### config.mk
export PLATFORM = sky130hd
export DESIGN_NAME = write_back
export DESIGN_NICKNAME = d
export VERILOG_FILES = /design/src/rtl/write_back_pkg.sv /design/src/rtl/write_back_reg_file.sv /design/src/rtl/write_back.sv
export SDC_FILE = /design/constraint.sdc
export NUM_CORES = 1
export LEC_CHECK = 0
export BUFFER_PORTS_ARGS = -buffer_cell sky130_fd_sc_hd__buf_2
export CORE_MARGIN = 4
export CORE_UTILIZATION = 55
export DETAILED_ROUTE_END_ITERATION = 8
export PLACE_DENSITY = 0.79
export SLEW_MARGIN = 20
export SYNTH_ARGS = -nofsm -noshare
export SYNTH_HDL_FRONTEND = slang
export SYNTH_HIERARCHICAL = 1
export SYNTH_SLANG_ARGS = --single-unit
### constraint.sdc
create_clock -name clk -period 2.9 [get_ports clk]
set_clock_uncertainty 0.1 [all_clocks]
set_input_delay 0.58 -clock clk [delete_from_list [all_inputs] [get_ports clk]]
set_output_delay 0.58 -clock clk [all_outputs]
set_load 0.05 [all_outputs]
### src/rtl/write_back_pkg.sv
// Shared definitions for the Y86 write-back stage: status codes, register IDs
// and register-file geometry.
package write_back_pkg;

  localparam int unsigned DATA_WID_DFLT   = 8;
  localparam int unsigned REG_ID_WID_DFLT = 4;
  localparam int unsigned STAT_WID_DFLT   = 4;
  localparam int unsigned CNT_WID_DFLT    = 16;

  localparam int unsigned NUM_REGS    = 8;
  localparam int unsigned REG_IDX_WID = 3;

  // RNONE is the all-ones register ID at the default ID width.
  localparam logic [REG_ID_WID_DFLT-1:0] RNONE = 4'hF;

  typedef enum logic [STAT_WID_DFLT-1:0] {
    STAT_AOK = 4'd1,
    STAT_HLT = 4'd2,
    STAT_ADR = 4'd3,
    STAT_INS = 4'd4
  } stat_e;

endpackage

### src/rtl/write_back_reg_file.sv
// Eight-entry register file with two write ports (valM over valE on a shared
// destination) and two combinational read ports that bypass the pending write.
module write_back_reg_file
  import write_back_pkg::*;
#(
  parameter int unsigned DATA_WID   = DATA_WID_DFLT,
  parameter int unsigned REG_ID_WID = REG_ID_WID_DFLT
) (
  input  logic                  clk,
  input  logic                  rst_n,
  input  logic                  we,
  input  logic [REG_ID_WID-1:0] dst_e,
  input  logic [REG_ID_WID-1:0] dst_m,
  input  logic [DATA_WID-1:0]   val_e,
  input  logic [DATA_WID-1:0]   val_m,
  input  logic [REG_ID_WID-1:0] src_a,
  input  logic [REG_ID_WID-1:0] src_b,
  output logic [DATA_WID-1:0]   rval_a,
  output logic [DATA_WID-1:0]   rval_b
);

  logic [DATA_WID-1:0] regs_q [NUM_REGS];
  logic [DATA_WID-1:0] regs_d [NUM_REGS];

  // IDs at or above NUM_REGS (including RNONE) address no storage.
  function automatic logic is_reg(input logic [REG_ID_WID-1:0] id);
    return id < REG_ID_WID'(NUM_REGS);
  endfunction

  function automatic logic [DATA_WID-1:0] read_port(
    input logic [REG_ID_WID-1:0] src,
    input logic [DATA_WID-1:0]   stored
  );
    logic [DATA_WID-1:0] val;
    val = '0;
    if (is_reg(src)) begin
      if (we && dst_m == src)      val = val_m;
      else if (we && dst_e == src) val = val_e;
      else                         val = stored;
    end
    return val;
  endfunction

  // The valM write is applied last so it wins on dst_e == dst_m.
  always_comb begin
    for (int i = 0; i < NUM_REGS; i++) regs_d[i] = regs_q[i];
    if (we && is_reg(dst_e)) regs_d[dst_e[REG_IDX_WID-1:0]] = val_e;
    if (we && is_reg(dst_m)) regs_d[dst_m[REG_IDX_WID-1:0]] = val_m;
  end

  always_ff @(posedge clk or negedge rst_n) begin
    if (!rst_n) begin
      for (int i = 0; i < NUM_REGS; i++) regs_q[i] <= '0;
    end else begin
      for (int i = 0; i < NUM_REGS; i++) regs_q[i] <= regs_d[i];
    end
  end

  always_comb begin
    rval_a = read_port(src_a, regs_q[src_a[REG_IDX_WID-1:0]]);
    rval_b = read_port(src_b, regs_q[src_b[REG_IDX_WID-1:0]]);
  end

endmodule

### src/rtl/write_back.sv
// Y86 write-back stage: M/W pipeline register, commit to the register file,
// first-fault status latch with commit halt, and retired-instruction counter.
module write_back
  import write_back_pkg::*;
#(
  parameter int unsigned DATA_WID   = DATA_WID_DFLT,
  parameter int unsigned REG_ID_WID = REG_ID_WID_DFLT,
  parameter int unsigned STAT_WID   = STAT_WID_DFLT,
  parameter int unsigned CNT_WID    = CNT_WID_DFLT
) (
  input  logic                  clk,
  input  logic                  rst_n,
  input  logic                  m_valid,
  input  logic [STAT_WID-1:0]   m_stat,
  input  logic [STAT_WID-1:0]   m_icode,
  input  logic [DATA_WID-1:0]   m_valE,
  input  logic [DATA_WID-1:0]   m_valM,
  input  logic [REG_ID_WID-1:0] m_dstE,
  input  logic [REG_ID_WID-1:0] m_dstM,
  input  logic [REG_ID_WID-1:0] srcA,
  input  logic [REG_ID_WID-1:0] srcB,
  output logic [DATA_WID-1:0]   rvalA,
  output logic [DATA_WID-1:0]   rvalB,
  output logic [STAT_WID-1:0]   w_icode,
  output logic [STAT_WID-1:0]   cpu_stat,
  output logic                  halted,
  output logic [CNT_WID-1:0]    retired
);

  localparam logic [STAT_WID-1:0]   AOK_CODE = STAT_WID'(STAT_AOK);
  localparam logic [REG_ID_WID-1:0] RNONE_ID = '1;

  logic                  w_valid_q,  w_valid_d;
  logic [STAT_WID-1:0]   w_stat_q,   w_stat_d;
  logic [STAT_WID-1:0]   w_icode_q,  w_icode_d;
  logic [DATA_WID-1:0]   w_val_e_q,  w_val_e_d;
  logic [DATA_WID-1:0]   w_val_m_q,  w_val_m_d;
  logic [REG_ID_WID-1:0] w_dst_e_q,  w_dst_e_d;
  logic [REG_ID_WID-1:0] w_dst_m_q,  w_dst_m_d;
  logic [STAT_WID-1:0]   cpu_stat_q, cpu_stat_d;
  logic                  halted_q,   halted_d;
  logic [CNT_WID-1:0]    retired_q,  retired_d;

  logic halt_set_c;
  logic w_we_c;

  assign halt_set_c = w_valid_q && (w_stat_q != AOK_CODE);
  assign w_we_c     = w_valid_q && (w_stat_q == AOK_CODE);

  // Next-state: W capture, halt latch, saturating retire count.
  always_comb begin
    w_valid_d  = 1'b0;
    w_stat_d   = w_stat_q;
    w_icode_d  = w_icode_q;
    w_val_e_d  = w_val_e_q;
    w_val_m_d  = w_val_m_q;
    w_dst_e_d  = w_dst_e_q;
    w_dst_m_d  = w_dst_m_q;
    cpu_stat_d = cpu_stat_q;
    halted_d   = halted_q;
    retired_d  = retired_q;

    if (!halted_q && !halt_set_c) begin
      w_valid_d = m_valid;
      w_stat_d  = m_stat;
      w_icode_d = m_icode;
      w_val_e_d = m_valE;
      w_val_m_d = m_valM;
      w_dst_e_d = m_dstE;
      w_dst_m_d = m_dstM;
    end

    if (halt_set_c) begin
      cpu_stat_d = w_stat_q;
      halted_d   = 1'b1;
    end

    if (w_we_c && (retired_q != '1)) begin
      retired_d = retired_q + CNT_WID'(1);
    end
  end

  always_ff @(posedge clk or negedge rst_n) begin
    if (!rst_n) begin
      w_valid_q  <= 1'b0;
      w_stat_q   <= AOK_CODE;
      w_icode_q  <= '0;
      w_val_e_q  <= '0;
      w_val_m_q  <= '0;
      w_dst_e_q  <= RNONE_ID;
      w_dst_m_q  <= RNONE_ID;
      cpu_stat_q <= AOK_CODE;
      halted_q   <= 1'b0;
      retired_q  <= '0;
    end else begin
      w_valid_q  <= w_valid_d;
      w_stat_q   <= w_stat_d;
      w_icode_q  <= w_icode_d;
      w_val_e_q  <= w_val_e_d;
      w_val_m_q  <= w_val_m_d;
      w_dst_e_q  <= w_dst_e_d;
      w_dst_m_q  <= w_dst_m_d;
      cpu_stat_q <= cpu_stat_d;
      halted_q   <= halted_d;
      retired_q  <= retired_d;
    end
  end

  write_back_reg_file #(
    .DATA_WID   (DATA_WID),
    .REG_ID_WID (REG_ID_WID)
  ) u_reg_file (
    .clk    (clk),
    .rst_n  (rst_n),
    .we     (w_we_c),
    .dst_e  (w_dst_e_q),
    .dst_m  (w_dst_m_q),
    .val_e  (w_val_e_q),
    .val_m  (w_val_m_q),
    .src_a  (srcA),
    .src_b  (srcB),
    .rval_a (rvalA),
    .rval_b (rvalB)
  );

  assign w_icode  = w_icode_q;
  assign cpu_stat = cpu_stat_q;
  assign halted   = halted_q;
  assign retired  = retired_q;

endmodule
Yosys cells after proc, flatten, opt, wreduce, memory -nomap -nowiden
Cells that the tools add are included.
- add/subtract/negate cells: 1
- multipliers: 0
- div/mod/pow operators: 0
- $lt $le $gt $ge: 10
- equality and inequality tests: 7
- shift-type cells: 0
- multiplexer cells: 21
- bitwise gates (word level): 4
- reductions and logical operators: 14
- operator list (kind ; count):
    64-bit bitwise mux ; 2
    64-bit two-way mux ; 2
    8-bit two-way mux ; 12
    8-bit binary-select mux with 3-bit select ; 2
    8-bit demux with 3-bit select ; 2
    16-bit by 1-bit adder with 16-bit output (second input constant) ; 1
    4-bit equality test ; 4
    4-bit greater-or-equal comparator (second input constant) ; 4
    4-bit < comparator (second input constant) ; 4
    16-bit != test (second input constant) ; 1
    3-bit NOT with 4-bit output ; 4
    1-bit logical AND ; 12
    4-bit by 1-bit < comparator with 1-bit output (second input constant) ; 2
    4-bit by 1-bit equality test with 1-bit output (second input constant) ; 1
    4-bit by 1-bit != test with 1-bit output (second input constant) ; 1
    1-bit logical NOT ; 2
    1-bit two-way mux ; 1
- bits in registers: 118
- bits in latches: 0
- bits in writable memories: 0
- ROM bits: 0
- input bits: 43
- logic and storage cells: 75
- memories: 0

Logic depth before layout (Yosys ltp)
- depth after elaboration: 9
- gate-level depth with buffers: 11
- depth with buffers taken out: 7

Hierarchy
Netlist, hierarchy kept.
- by module, submodules not included (module ; instances ; cells an instance ; area each (sq um) ; seq. area each (sq um)):
    write_back_reg_file ; 1 ; 482 ; 4863.4 ; 1601.5
    write_back ; 1 ; 164 ; 2309.7 ; 1363.8

Worst setup path after synthesis
OpenSTA, ideal clock, no wires.
- kind: register to output
- start point: reg w_stat_q[0]
- end point: out rvalB[0]
- arrival time: 3083 ps
- slack: -863 ps
- cell stages (with the launch flop): 10
- path buffers: 3
- cell sequence: dfstp_2 -> nor4b_4 -> nand2_2 -> buf_6 -> inv_1 -> buf_2 -> buf_2 -> o2111a_1 -> nand4_1 -> a311oi_1
- longest elaborated chain between the ends: 6
- elaborated cells between the ends (all ways): 7
- ends and longest elaborated chain (item ; RTL line ; source):
    from (decl) ; write_back.sv:34 ; logic [STAT_WID-1:0] w_stat_q, w_stat_d;
    from (signal assigned) ; write_back.sv:97 ; w_stat_q <= w_stat_d;
    4-bit by 1-bit equality test with 1-bit output (*) ; write_back.sv:48 ; assign w_we_c = w_valid_q && (w_stat_q == AOK_CODE);
    1-bit logical AND (*) ; write_back.sv:48 ;
    via w_we_c ; write_back.sv:45 ; logic w_we_c;
    1-bit logical AND ; write_back_reg_file.sv:38 ; else if (we && dst_e == src) val = val_e;
    8-bit two-way mux ; write_back_reg_file.sv:38 ;
    8-bit two-way mux (*) ; write_back_reg_file.sv:37 ; if (we && dst_m == src) val = val_m;
    8-bit two-way mux (*) ; write_back_reg_file.sv:36 ; if (is_reg(src)) begin
    to (decl) ; write_back.sv:23 ; output logic [DATA_WID-1:0] rvalB,
Mark *: on every way through the listed nets, which the timed path passes. The rest lies on a longest branch.

Final worst setup path
- start point: reg w_stat_q[1]
- end point: out rvalB[5]
Same word-level chain as after synthesis.

==> impl_metrics.env <==
export IMPL_run_status="finished with violations"
export IMPL_violations="negative setup slack"
export IMPL_yosysTopAreaCell="dfrtp_1"
export IMPL_portBuffers=83
export IMPL_synth_xor_xnor_area_share_pct=3.419
export IMPL_cts_made_buffers=17
export IMPL_die_area_um2=14930
export IMPL_maxSlewViolCount=0
export IMPL_core_region_area_um2=12670
export IMPL_max_freq_ghz=0.3140
export IMPL_crit_fanout=8
export IMPL_vias_per_cell=6.690
export IMPL_synth_fp_nets=690
export IMPL_antenna_found_initial=0
export IMPL_die_h_um=122.2
export IMPL_yosys_area_share_adder_pct=0.1744
export IMPL_clk_latency_ns=0.42
export IMPL_postSynthCellCount=646
export IMPL_ys_ff_latch=118
export IMPL_setup_tns_ns=-3.278
export IMPL_relSlewSlack_pct=52.03
export IMPL_drc_errors=0
export IMPL_layoutNonFillerInstCount=936
export IMPL_final_fill_count=832
export IMPL_cp_required_ns=2.22
export IMPL_first_pass_iters=6
export IMPL_synth_flop_cell="dfrtp_1"
export IMPL_peakVddDrop_uv=885.3
export IMPL_ant_nets=0
export IMPL_wl_um=22890
export IMPL_yosysUniqueCellTypes=56
export IMPL_holdWs_ns=0.2804
export IMPL_finalInstanceArea_um2=9265
export IMPL_worst_slew_pin_slew_ns=0.7187
export IMPL_drtIter0Drc=833
export IMPL_clk_pin_slew_ns=0.06
export IMPL_ys_async_sr_fraction_pct=100.0
export IMPL_vias=6262
export IMPL_final_hold_viol_count=0
export IMPL_startpoint_type="flop"
export IMPL_initial_core_util_pct=56.61
export IMPL_gr_total_overflow=0
export IMPL_final_cell_mix="dfrtp_1 (107), buf_2 (66), mux2i_1 (64), buf_4 (56), mux2_2 (48)"
export IMPL_h_tree_depth=4
export IMPL_min_path_type="primary input to flop"
export IMPL_syn2layout_area_growth_pct=29.16
export IMPL_r2r_slack_ns=0.16
export IMPL_synth_top_cell_area_share_pct=37.68
export IMPL_finalCriticalPeriod_ns=3.185
export IMPL_grt_first_pass_wirelength_um=35720
export IMPL_post_place_ws_ns=-0.1353
export IMPL_diodes=0
export IMPL_maxCapViolations=0
export IMPL_rsz0062_at_grt="true"
export IMPL_setup_slack_ns=-0.2848
export IMPL_place_area_um2=8219
export IMPL_final_setup_viol_count=16
export IMPL_place_gp_congestion=1.022
export IMPL_cts_root_buf="clkbuf_16"
export IMPL_synth_top_family_by_area="multiplexers"
export IMPL_synth_compound_area_share_pct=9.402
export IMPL_drive_gt1_share_pct=41.62
export IMPL_rows=41
export IMPL_cts_tree="built"
export IMPL_dp_cells=899
export IMPL_fin_crit_sh_pct=109.8
export IMPL_dieWidth_um=122.2
export IMPL_grt_max_degree=52
export IMPL_cts_sinks=118
export IMPL_ys_seq_area_share_pct=41.34
export IMPL_leakagePower_nw=4.054
export IMPL_cp_arrival_ns=2.50
export IMPL_synth_warning_count=6
export IMPL_synthSimpleGateAreaFrac_pct=13.13
export IMPL_netlist_area_um2=7173
export IMPL_synth_edf_count=0
export IMPL_io_pins=84
export IMPL_mostFrequentLayoutCell="dfrtp_1"
export IMPL_synthMuxAreaShare_pct=27.30
export IMPL_track_usage_pct=31.70
export IMPL_cts_buffer_depth=2
export IMPL_avgSynthCellArea_um2=11.10
export IMPL_routedWlPerCell_um=24.45
export IMPL_synth_area_leaders="dfrtp_1 (38%), mux2i_1 (8.9%), mux2_2 (7.5%), mux4_2 (7.2%), dfstp_2 (3.7%)"
export IMPL_dp_hpwl_um=15200
export IMPL_power_density_nw_per_um2=777.8
export IMPL_path_class="flop to output pin"
export IMPL_nets=795
export IMPL_grt_pass1_vias=6469
export IMPL_cp_end_kind="output pin"
-- cell type report --
class / count / area (µm²) / area share [%]
clock buffers: 18 / 429.2 / 4.632
clock inverters: 14 / 200.2 / 2.161
inverters: 7 / 31.28 / 0.3376
multi-input cells: 460 / 4339 / 46.83
flip-flops and latches: 118 / 2967 / 32.02
well taps: 172 / 215.2 / 2.323
repair buffers: 147 / 1084 / 11.69
-- worst max-delay path, cell delays in order (launching register included) --
cell       delay [ns]
dfrtp_2          0.45
nor4b_4          0.37
nand2_2          0.14
clkinv_4         0.12
o2111ai_2        0.11
buf_6            0.19
o31ai_2          0.26
buf_4            0.16
a311oi_4         0.10
buf_6            0.18
-- flip-flops by register name, summed over array words and instances, names as in the netlist --
name,cells
halted,1
w_icode,4
w_stat_q,4
w_dst_e_q,4
w_valid_q,1
retired,16
cpu_stat,4
w_val_m_q,8
u_reg_file/regs_q,64
w_val_e_q,8
w_dst_m_q,4
-- kinds of logic after synthesis --
| logic type | count (synthesis) |
|---|---|
| multiplexers | 146 |
| XOR/XNOR | 28 |
| AO/OA/AOI/OAI | 114 |
| flip-flops | 118 |
| buffers and inverters | 68 |
| adder cells (fa/ha/maj) | 1 |
| AND/OR/NAND/NOR | 171 |
-- through the flow --
step | total power, mW | util, %
floorplan | 3.833 | -
finish | 7.206 | 73.12
global route | 7.453 | 73.12
global placement | 4.554 | 64.87
CTS | 7.076 | 72.25
detailed placement | 4.661 | 64.87
-- metal layers --
metal	part of all wire [%]	track usage [%]	up-vias
met3	10	10.03	122
met2	49	51.49	449
met1	35	37.62	3077
met5	0	0	-
met4	5.4	16.93	0
li1	-	-	2614
-- cells in the mapped netlist (5+ instances only) --
cell      instances
dfrtp_1         108
mux2i_1          64
mux2_2           48
nand2_1          44
o21ai_0          40
nor2_1           37
a21oi_1          34
buf_2            25
mux4_2           23
nand4_1          21
nor3_1           17
o31ai_1          17
clkbuf_1         15
xor2_1           15
xnor2_1          13
dfstp_2          10
buf_1             9
mux4_1            9
a311oi_1          8
a31oi_1           8
buf_6             7
inv_1             6
nand3_1           6
nor2b_1           5
-- worst paths after layout --
path | startpoint | endpoint | cells after the start
max in group asynchronous | rst_n | w_stat_q[0] | 3
max | w_stat_q[1] | rvalB[5] | 9
min | m_valid | w_valid_q | 2
max reg2reg | w_stat_q[1] | u_reg_file/regs_q[46] | 9
min reg2reg | w_icode[3] | w_icode[3] | 1
min in group asynchronous | rst_n | u_reg_file/regs_q[33] | 2
-- power by group --
part	total [mW]	switching (mW)	internal [mW]
combinational	2.15	1.25	0.902
sequential	2.80	0.738	2.06
clock	2.25	0.806	1.44
total	7.21	2.80	4.41
-- repair_timing --
action,CTS,global route
pin swaps,11,11
hold buffers,1,0
hold endpoints to repair,21,0
resized for setup,73,15
cloned,0,0
endpoints found under the setup margin,16,27
setup buffers,6,2
Note: power is estimated with default switching activity, not from simulation.
